$ cat src/rtl/systick_match_irq.sv
// systick_match_irq
// Compare and interrupt stage behind the 24-bit systick counter.
// A match between the running count and the compare value becomes a single
// edge event. That event:
//   - pulses match_o,
//   - optionally requests a counter reload,
//   - advances a small pending/overrun interrupt FSM.
// While an interrupt is still pending, further matches are counted in a
// saturating miss counter.
// stint_clr doubles as the software interrupt-clear path. It is the only way
// out of the pending states.

module systick_match_irq #(
  parameter int CW = 24,
  parameter int MW = 8
) (
  input  logic          systick_clk,
  input  logic          stint_clr,
  input  logic [CW-1:0] cnt_i,
  input  logic [CW-1:0] cmp_i,
  input  logic          int_en_i,
  input  logic          periodic_i,
  input  logic          pause_i,
  output logic          match_o,
  output logic          cnt_reload_o,
  output logic          irq_o,
  output logic          overrun_o,
  output logic [MW-1:0] miss_cnt_o,
  output logic [1:0]    state_o
);

  typedef enum logic [1:0] {
    IDLE = 2'b00,
    PEND = 2'b01,
    OVR  = 2'b10
  } state_t;

  localparam logic [MW-1:0] MISS_MAX = '1;

  state_t        state;
  state_t        state_next;
  logic          match_raw;
  logic          match_q;
  logic          match_event;
  logic          fsm_step;
  logic [MW-1:0] miss_cnt;

  // A compare value of zero disables matching entirely.
  assign match_raw   = (cmp_i != '0) && (cnt_i == cmp_i);
  assign match_event = match_raw && !match_q && !pause_i;
  assign fsm_step    = match_event && int_en_i;

  // Remember the previous match level. It is frozen while paused, so a count
  // parked on the compare value cannot re-fire when the pause ends.
  always_ff @(posedge systick_clk or posedge stint_clr) begin
    if (stint_clr) begin
      match_q <= 1'b0;
    end else if (!pause_i) begin
      match_q <= match_raw;
    end
  end

  // Register the one-cycle event pulse and the periodic reload request.
  always_ff @(posedge systick_clk or posedge stint_clr) begin
    if (stint_clr) begin
      match_o      <= 1'b0;
      cnt_reload_o <= 1'b0;
    end else begin
      match_o      <= match_event;
      cnt_reload_o <= match_event && periodic_i;
    end
  end

  // Interrupt FSM state register.
  always_ff @(posedge systick_clk or posedge stint_clr) begin
    if (stint_clr) begin
      state <= IDLE;
    end else begin
      state <= state_next;
    end
  end

  // Next state: only enabled match events move the FSM forward.
  always_comb begin
    state_next = state;
    if (fsm_step) begin
      case (state)
        IDLE:    state_next = PEND;
        PEND:    state_next = OVR;
        OVR:     state_next = OVR;
        default: state_next = IDLE;
      endcase
    end
  end

  // Count enabled events that arrive while an interrupt is already pending.
  // The counter saturates rather than wrapping.
  always_ff @(posedge systick_clk or posedge stint_clr) begin
    if (stint_clr) begin
      miss_cnt <= '0;
    end else if (fsm_step && (state != IDLE) && (miss_cnt != MISS_MAX)) begin
      miss_cnt <= miss_cnt + 1'b1;
    end
  end

  // Decode the interrupt outputs from the registered state.
  always_comb begin
    irq_o     = (state != IDLE);
    overrun_o = (state == OVR);
    state_o   = state;
  end

  assign miss_cnt_o = miss_cnt;

endmodule

$ cat config.mk
export PLATFORM = sky130hd
export DESIGN_NAME = systick_match_irq
export DESIGN_NICKNAME = d
export VERILOG_FILES = /design/src/rtl/systick_match_irq.sv
export SDC_FILE = /design/constraint.sdc
export NUM_CORES = 1
export LEC_CHECK = 0
export BUFFER_PORTS_ARGS = -buffer_cell sky130_fd_sc_hd__buf_2
export CAP_MARGIN = 0
export CORE_ASPECT_RATIO = 2
export CORE_MARGIN = 8
export CORE_UTILIZATION = 37
export DETAILED_ROUTE_END_ITERATION = 10
export MAX_ROUTING_LAYER = met4
export PLACE_DENSITY_LB_ADDON = 0.2
export SYNTH_ARGS = -nofsm -noshare
export SYNTH_HDL_FRONTEND = slang
export SYNTH_SLANG_ARGS = --single-unit
$ cat constraint.sdc
create_clock -name systick_clk -period 1.75 [get_ports systick_clk]
set_clock_uncertainty 0.1 [all_clocks]
set_input_delay 0.175 -clock systick_clk [delete_from_list [all_inputs] [get_ports systick_clk]]
set_output_delay 0.175 -clock systick_clk [all_outputs]
set_load 0.02 [all_outputs]
---- Yosys cells after proc, flatten, opt, wreduce, memory -nomap -nowiden ----
Cells that the tools add are included.
word-level totals
  flip-flop bits (word level) ............. 13
  bits in latches ......................... 0
  bits in writable memories ............... 0
  bits in read-only memories .............. 0
  input bits .............................. 53
  memories ................................ 0
operators by class
  add/subtract/negate cells ............... 1
  multiply operators ...................... 0
  divide/modulo/power cells ............... 0
  magnitude comparators ................... 0
  eq/ne operators ......................... 4
  shift operators ......................... 0
  muxes and demuxes ....................... 1
  bitwise gates (word level) .............. 0
  reduce and logical (&&, ||, !) cells .... 13
operators by type and width
  operator               count
  $eq A24 B24 Y1         1
  $reduce_bool A24 Y1    1
  $add A8 B1 Y8 const B  1
  $ne A8 B8 Y1 const B   1
  $logic_and A1 B1 Y1    7
  $pmux W2 S2            1
  $eq A2 B1 Y1 const B   1
  $eq A2 B2 Y1 const B   1
  $logic_not A1 Y1       2
  $logic_not A2 Y1       1
  $reduce_bool A2 Y1     1
  $reduce_or A2 Y1       1

---- Logic depth before layout (Yosys ltp) ----
Gate-level depths: netlist of run 1.
  depth in word-level cells ............... 7
  depth in mapped cells ................... 7
  gate-level depth less buffers ........... 7

---- Least setup slack after synthesis of run 1 ----
No wires, ideal clock.
  path kind ............................... register -> register
  start ................................... register state[0] (netlist: state_o[0])
  end ..................................... register miss_cnt[1] (netlist: miss_cnt_o[1])
  arrival time ............................ 1681 ps
  setup slack ............................. -159 ps
  cell stages (with the launch flop) ...... 8
  path buffers ............................ 0
  cell sequence ........................... dfrtp_1 -> inv_1 -> ha_1 -> nor2_1 -> nand2_1 -> a41oi_1 -> nand2_2 -> mux2_1
between the ends
  word-level cells in the longest chain between the ends .. 3
ends and longest elaborated chain
  element                            RTL line  RTL
  start, declared                    40        state_t state;
  start signal, assigned             79        state <= state_next;
  $reduce_bool A2 Y1                 101       end else if (fsm_step && (state != IDLE) && (miss_cnt != MISS_MAX)) begin
  $logic_and A1 B1 Y1 (2 in series)  101
  end signal, assigned               102       miss_cnt <= miss_cnt + 1'b1;
  end, declared                      46        logic [MW-1:0] miss_cnt;
No other way between the ends.
A chain may end at the register's enable or synchronous reset.

---- Final worst setup path of run 1 ----
  start ................................... input port cnt_i[6]
  end ..................................... register state[1] (netlist: state_o[1])
between the ends
  word-level cells in the longest chain between the ends .. 5
ends and longest elaborated chain
  element                            RTL line  RTL
  start, declared                    19        input logic [CW-1:0] cnt_i,
  $eq A24 B24 Y1                     49        assign match_raw = (cmp_i != '0) && (cnt_i == cmp_i);
  $logic_and A1 B1 Y1                49
  $logic_and A1 B1 Y1 (2 in series)  50        assign match_event = match_raw && !match_q && !pause_i;
  $logic_and A1 B1 Y1                51        assign fsm_step = match_event && int_en_i;
No other way between the ends.

==> summary.txt, run 1 <==
Outcome
  – Run status: finished, violations left
  – Violated checks: setup timing

Clock network
  – Post-CTS clock slew at the launch and capture registers of the worst setup and hold paths: 50 ps
  – Number of H-tree branching levels: 1
  – Clock buffer depth: 2
  – Clock tree from TritonCTS: yes
  – Insertion delay to the later sink of the worst-skew pair: 230 ps
  – Inserted Clock Buffers: 3
  – CTS sink cnt: 13
  – Clock tree root buffer cell: sky130_fd_sc_hd__clkbuf_8

Placement
  – Placement-stage worst setup slack: -273.0 ps
  – Hpwl dp: 2704 microns
  – Port Buf Inserts: 66
  – Final weighted congestion of routability-driven global placement: 0.7680
  – Total placed cells including tap cells: 210

Final layout
  – Share of the core filled with cells in the final layout: 63.71%
  – Layout cells sized above 1: 55.26%
  – Fill cell count: 197
  – Count of non-filler cells in the finished layout: 218
  – Area growth from synthesis to layout: 66.28%
  – Number of antenna cells inserted: 0
  – Net count reported at finish: 248

GRT
  – Final global-route overflow total: 0
  – Antenna violations before repair: 0
  – Global-route wire length before repair: 5147 microns
  – Maximum number of pins on one net before global-route repair: 14
  – GRT Total Usage: 14.38%
  – Vias in the first global route: 1329

Worst setup path
  – Cell family with the largest share of critical-path delay: compound AO/OA/AOI/OAI gates
  – Worst r2r dst: miss_cnt_o[5]$_DFFE_PP0P_
  – Crit-path max FO: 2
  – Critical path origin: cnt_i[6]
  – CP peak stage delay: 430 ps
  – Slowest cell on the critical path: sky130_fd_sc_hd__a222oi_1
  – Endpoint kind of the worst setup timing path: register
  – Worst reg2reg path startpoint: state_o[0]$_DFFE_PP0P_
  – Reg2Reg Depth: 8
  – Data required time of the critical path: 1770 ps
  – Arrival time reported for the critical path endpoint: 1780 ps
  – Critical path endpoint: state_o[1]$_DFFE_PP0P_
  – Ordered cell list for the critical path: buf_2 > a222oi_1 > o2111ai_2 > nor4_4 > buf_4 > nand3b_4 > mux2_4
  – Type of the worst setup path: in2reg
  – Register-to-register path setup slack: 110 ps
  – Startpoint class of the critical path: primary input
  – Depth of the critical timing path with buffers and inverters included: 7
  – Critical path buffer and inverter count: 2

Synth
  – Share of the synthesized area in the top cell type: 33.46%
  – Largest area contributor in the synthesized netlist: sky130_fd_sc_hd__dfrtp_1
  – Share of synthesized area occupied by flip-flops and latches: 33.46%
  – Top area cells in the synthesized netlist: sky130_fd_sc_hd__dfrtp_1, sky130_fd_sc_hd__xor2_1, sky130_fd_sc_hd__xnor2_1, sky130_fd_sc_hd__ha_1, sky130_fd_sc_hd__nor4_1
  – Register bit count reported by yosys: 13
  – Mapped cell area: 972.2 sq um
  – Post-synth EDFFs: 0
  – Async S/R FF share, synth: 100.0%
  – Top_reg_cell synth: sky130_fd_sc_hd__dfrtp_1
  – Post-Synthesis Mean Instance Area: 9.820 sq um
  – Synthesis warning total: 0
  – Number of distinct library cells after synthesis: 27
  – List of most frequent post-synthesis cells: sky130_fd_sc_hd__xor2_1, sky130_fd_sc_hd__dfrtp_1, sky130_fd_sc_hd__inv_1
  – Most used standard cell by instance count after synthesis: sky130_fd_sc_hd__xor2_1
  – Syn Inst Count: 99
  – Post-Syn Nets: 156

Timing
  – Worst hold slack after final layout: 51.45 ps
  – Worst Max-Slew Pin Slew: 493.1 ps
  – Final period demand of the worst path: 1763 ps
  – Final Slew Violations: 0
  – Number of hold-slack violations in the final timing report: 0
  – Final Cycle Share: 100.7%
  – Setup violators final: 2
  – Headroom to the max-slew limit: 67.09%
  – Unrepaired setup endpoints after global routing: yes
  – Achievable Freq: 567.2 MHz
  – Setup WS post-layout: -13.00 ps

Detailed routing
  – Count of nets left with antenna violations after detail routing: 0
  – Detailed-routing wirelength on met1: 1178 microns
  – Wire per inst: 14.11 microns
  – Amount of wire on met2 after detailed routing: 1638 microns
  – Number of DRC violations after detailed-routing iteration 0: 18
  – DR DRC count: 0
  – Highest routed metal layer: met4
  – TritonRoute pass-1 iters: 4
  – Routed WL: 3076 microns
  – Met3 layer wire length in the routed design: 186 microns
  – Drt via density: 5.060
  – Via count of the routed design: 1103

Pwr
  – Static leakage: 0.0008845 uW
  – Total internal power: 557.4 uW
  – Switch share: 23.77%
  – Design Power: 731.2 uW
  – Sequential fraction of design power: 41.2%
  – VDD IR-drop max: 0.2876 mV
  – Switching power total: 173.8 uW
  – Power Dens Cells: 452.3 nW/um^2
  – Clock power share: 35.1%
  – Share of total power in combinational logic: 23.7%

Hold path
  – Type of the most critical hold path: in2reg

Die
  – Die W: 52.25 microns
  – Starting density of the core: 38.31%
  – Die Y-Extent: 88.49 microns
  – # IOs: 67
  – Core Area: 2537 sq um
  – Placement row count: 26
  – Die ar.: 4623 sq um

Job
  – Max Cap Viol: 0
==> final cells by class <==
type	count	area (sq um)	share of cell area [%]
well taps	28	35.03	2.167
clock buffers	4	45.04	2.786
repair buffers	87	510.5	31.58
multi-input cells	77	664.4	41.10
flip-flops and latches	13	325.3	20.12
inverters	9	36.28	2.245
==> cells in the final DEF, fill, tap and decap left out, drive strengths merged <==
cell type and instances:
nor4 11, ha 4, nand2b 1, and3 2, o2111ai 1, nand2 5
dfrtp 13, a21o 1, nand3b 1, xnor2 8, clkbuf 4, nor2 5
buf 86, inv 9, xor2 19, o2111a 1, a222oi 1, nand3 5
nand4 3, dlygate4sd3 1, mux2 3, a41oi 1, nor3 1, and2 1
nand4b 1, nor2b 1, mux2i 1
==> power by group through the flow <==
stage / combinational, uW / sequential [uW] / clock [uW]
global placement: 156 / 306 / 0
CTS: 163 / 301 / 265
global route: 189 / 301 / 285
detailed placement: 161 / 306 / 0
floorplan: 53.6 / 306 / 0
finish: 174 / 301 / 257
==> layer usage <==
layer	global-route usage, %	vias to the layer above
li1	-	530
met1	13.50	508
met2	25.93	59
met3	3.367	6
met4	7.109	0
met5	-	-
==> state kept, by name, indices dropped and copies added, names as in the netlist <==
signal / count
match_q: 1
match_o: 1
cnt_reload_o: 1
state_o: 2
miss_cnt_o: 8
==> per-stage QoR <==
stage	setup TNS, ps	area [sq um]
6_report	-20.07	1617
5_1_grt	-144.9	1617
4_1_cts	0	1559
3_5_place_dp	-2687	1473
3_3_place_gp	-2510	1473
2_1_floorplan	-206.1	979.7
==> timing repair <==
action / CTS / global route
setup endpoints to repair: 7 / 11
hold endpoints to repair: 13 / 0
hold buffers: 1 / 0
pin swaps: 5 / 8
gates resized for setup: 3 / 13
buffers inserted: 2 / 1
==> cell families after synthesis <==
logic type | share of synthesized area (%)
AOI/OAI and AO/OA | 4.762
xor gates and xnor gates | 24.32
adders and majority gates | 5.148
buffers and inverters | 3.475
DFF | 33.46
muxes | 4.504
and+or+nand+nor | 24.32
==> how the worst min path moves through the flow <==
stage,from,end,slack [ps],cells past startpoint
2_1_floorplan,stint_clr,cnt_reload_o$_DFF_PP0_,-50,1
3_3_place_gp,stint_clr,state_o[0]$_DFFE_PP0P_,110,2
3_5_place_dp,stint_clr,miss_cnt_o[6]$_DFFE_PP0P_,120,2
4_1_cts,periodic_i,cnt_reload_o$_DFF_PP0_,50,2
5_1_grt,periodic_i,cnt_reload_o$_DFF_PP0_,50,2
6_report,periodic_i,cnt_reload_o$_DFF_PP0_,50,2
Power figures use the tool's default switching activity.
==> run 2, diff against run 1 <==
Settings changed: CORE_ASPECT_RATIO 2 to default, CORE_UTILIZATION 37 to 41, SETUP_SLACK_MARGIN from default to 0.1.
Clock period 1.75 ns to 2 ns, I/O delays scaled along.
==> run 2 against run 1 <==
- the run now ends clean
- worst setup slack improved by 250 ps
- first-iteration DRC count rose by 5.6%
- flip-flop and latch count did not move
- count of clock-buffer cells in the layout fell by 1
- combinational power fell by 30%
- cell area fell by 11%
==> summary.txt, run 2 (synthesized netlist as in run 1, its figures left out) <==
Outcome
  – Run status: complete, no violations (was finished, violations left)

Clock network
  – CTS sink cnt: 13 (unchanged)
  – Inserted Clock Buffers: 3 (unchanged)
  – Insertion delay to the later sink of the worst-skew pair: 280 ps (was 230 ps)
  – Clock tree from TritonCTS: yes (unchanged)
  – Number of H-tree branching levels: 1 (unchanged)
  – Clock tree root buffer cell: sky130_fd_sc_hd__clkbuf_4 (was sky130_fd_sc_hd__clkbuf_8)
  – Clock buffer depth: 2 (unchanged)
  – Post-CTS clock slew at the launch and capture registers of the worst setup and hold paths: 80 ps (was 50 ps)

Die
  – Die Y-Extent: 64.70 microns (was 88.49 microns)
  – Core Area: 2233 sq um (was 2537 sq um)
  – Placement row count: 17 (was 26)
  – Starting density of the core: 43.53% (was 38.31%)
  – # IOs: 67 (unchanged)
  – Die W: 64.70 microns (was 52.25 microns)
  – Die ar.: 4185 sq um (was 4623 sq um)

Timing
  – Setup violators final: 0 (was 2)
  – Final Slew Violations: 0 (unchanged)
  – Summed negative setup slack over all endpoints: 0 ps (was -20.07 ps)
  – Achievable Freq: 568.0 MHz
  – Setup WS post-layout: 239.4 ps (was -13.00 ps)
  – Headroom to the max-slew limit: 67.00% (was 67.09%)
  – Unrepaired setup endpoints after global routing: no (was yes)
  – Worst Max-Slew Pin Slew: 494.5 ps (was 493.1 ps)
  – Final period demand of the worst path: 1761 ps
  – Final Cycle Share: 88.03%
  – Number of hold-slack violations in the final timing report: 0 (unchanged)

Detailed routing
  – Routed WL: 2870 microns (was 3076 microns)
  – DR DRC count: 0 (unchanged)
  – TritonRoute pass-1 iters: 4 (unchanged)
  – Drt via density: 4.877 (was 5.060)
  – Wire per inst: 14.14 microns (was 14.11 microns)
  – Number of DRC violations after detailed-routing iteration 0: 19 (was 18)
  – Via count of the routed design: 990 (was 1103)
  – Count of nets left with antenna violations after detail routing: 0 (unchanged)

Final layout
  – Number of antenna cells inserted: 0 (unchanged)
  – Post-route standard cell area excluding fillers: 1434 sq um (was 1617 sq um)
  – Share of the core filled with cells in the final layout: 64.20% (was 63.71%)
  – Most common cell after layout, fill and taps aside: sky130_fd_sc_hd__buf_2 (unchanged)
  – Count of non-filler cells in the finished layout: 203 (was 218)
  – Area growth from synthesis to layout: 47.49% (was 66.28%)
  – Most used cells in the layout excluding fill and tap cells: sky130_fd_sc_hd__buf_2, sky130_fd_sc_hd__xor2_1, sky130_fd_sc_hd__dfrtp_1 (was sky130_fd_sc_hd__buf_2, sky130_fd_sc_hd__xor2_1, sky130_fd_sc_hd__buf_4)
  – Layout cells sized above 1: 46.86% (was 55.26%)
  – Number of flip-flops in the largest register: 8 (unchanged)
  – Fill cell count: 227 (was 197)
  – Net count reported at finish: 233 (was 248)

Placement
  – Hpwl dp: 2568 microns (was 2704 microns)
  – Cell area after placement: 1368 sq um (was 1473 sq um)
  – Placement-stage worst setup slack: -10.94 ps (was -273.0 ps)
  – Port Buf Inserts: 66 (unchanged)
  – Final weighted congestion of routability-driven global placement: 0.7882 (was 0.7680)
  – Total placed cells including tap cells: 196 (was 210)

Worst setup path
  – Endpoint kind of the worst setup timing path: register (unchanged)
  – Startpoint class of the critical path: register (was primary input)
  – Register-to-register path setup slack: 240 ps (was 110 ps)
  – Type of the worst setup path: reg2reg (was in2reg)
  – Crit-path max FO: 6 (was 2)
  – Arrival time reported for the critical path endpoint: 1830 ps (was 1780 ps)
  – Reg2Reg Depth: 7 (was 8)
  – Data required time of the critical path: 2060 ps (was 1770 ps)

GRT
  – Global-route wire length before repair: 4519 microns (was 5147 microns)
  – Vias in the first global route: 1092 (was 1329)
  – Antenna violations before repair: 0 (unchanged)
  – GRT Total Usage: 13.82% (was 14.38%)
  – Maximum number of pins on one net before global-route repair: 14 (unchanged)
  – Final global-route overflow total: 0 (unchanged)

Pwr
  – Static leakage: 0.0007773 uW (was 0.0008845 uW)
  – Power Dens Cells: 379.6 nW/um^2 (was 452.3 nW/um^2)
  – VDD IR-drop max: 0.3579 mV (was 0.2876 mV)

Hold path
  – Type of the most critical hold path: in2reg (unchanged)
  – Instance count along the most critical hold path: 2 (unchanged)

Job
  – Max Cap Viol: 0 (unchanged)
==> run 2: changes by cell type in the layout (fill, tap and decap cells not counted), sizes merged <==
cell,delta
clkbuf,-1
buf,-15
clkinv,+1
==> run 2: critical path, cell delays in order, from the launching register on <==
cell	delay (ps)
sky130_fd_sc_hd__dfrtp_1	370
sky130_fd_sc_hd__inv_1	80
sky130_fd_sc_hd__ha_1	220
sky130_fd_sc_hd__nor2_1	120
sky130_fd_sc_hd__nand2_2	90
sky130_fd_sc_hd__a41oi_4	250
sky130_fd_sc_hd__nand2_2	90
sky130_fd_sc_hd__mux2_1	320
==> run 2: path summary, 6_finish.rpt <==
kind	end	from
setup / recovery	miss_cnt_o[1]$_DFFE_PP0P_	state_o[0]$_DFFE_PP0P_
hold / removal	cnt_reload_o$_DFF_PP0_	periodic_i
setup reg to reg	miss_cnt_o[1]$_DFFE_PP0P_	state_o[0]$_DFFE_PP0P_
hold reg to reg	miss_cnt_o[5]$_DFFE_PP0P_	miss_cnt_o[5]$_DFFE_PP0P_
max in group asynchronous	miss_cnt_o[4]$_DFFE_PP0P_	stint_clr
min in group asynchronous	state_o[1]$_DFFE_PP0P_	stint_clr
==> run 2: metal layers <==
layer	up-vias	track usage, %	wire length, microns
met4	0	3.270	53
met3	6	5.842	160
li1	502	-	-
met1	454	13.15	1096
met2	28	25.22	1560
met5	-	-	0
==> run 2: per-stage QoR <==
step                      hold WS [ps]  power, uW
final                            24.10      544.4
after CTS                        9.764      555.1
after floorplan                 -23.04      314.7
after detailed placement         159.4      389.1
after global placement           149.9      385.8
after global routing             11.50      577.3
==> run 2: area by class of cell <==
type	instances	area (sq um)	area share, %
Clock inverter	1	5.005	0.3490
Clock buffer	3	22.52	1.571
Inverter	9	33.78	2.356
Tap cell	28	35.03	2.443
Multi-Input combinational cell	77	634.4	44.24
Sequential cell	13	325.3	22.69
Timing Repair Buffer	72	377.9	26.35
==> run 2: repair_timing <==
item,CTS,global route
resized for setup,0,2
hold endpoints to repair,13,0
endpoints found under the setup margin,0,2
setup buffers,0,2
hold buffers,1,0
==> run 2: power by group <==
group,internal [uW],switching [uW],total [uW]
combinational,65.0,56.9,122
sequential,263,0.0000777,263
clock,74.2,85.7,160
total,402,143,544
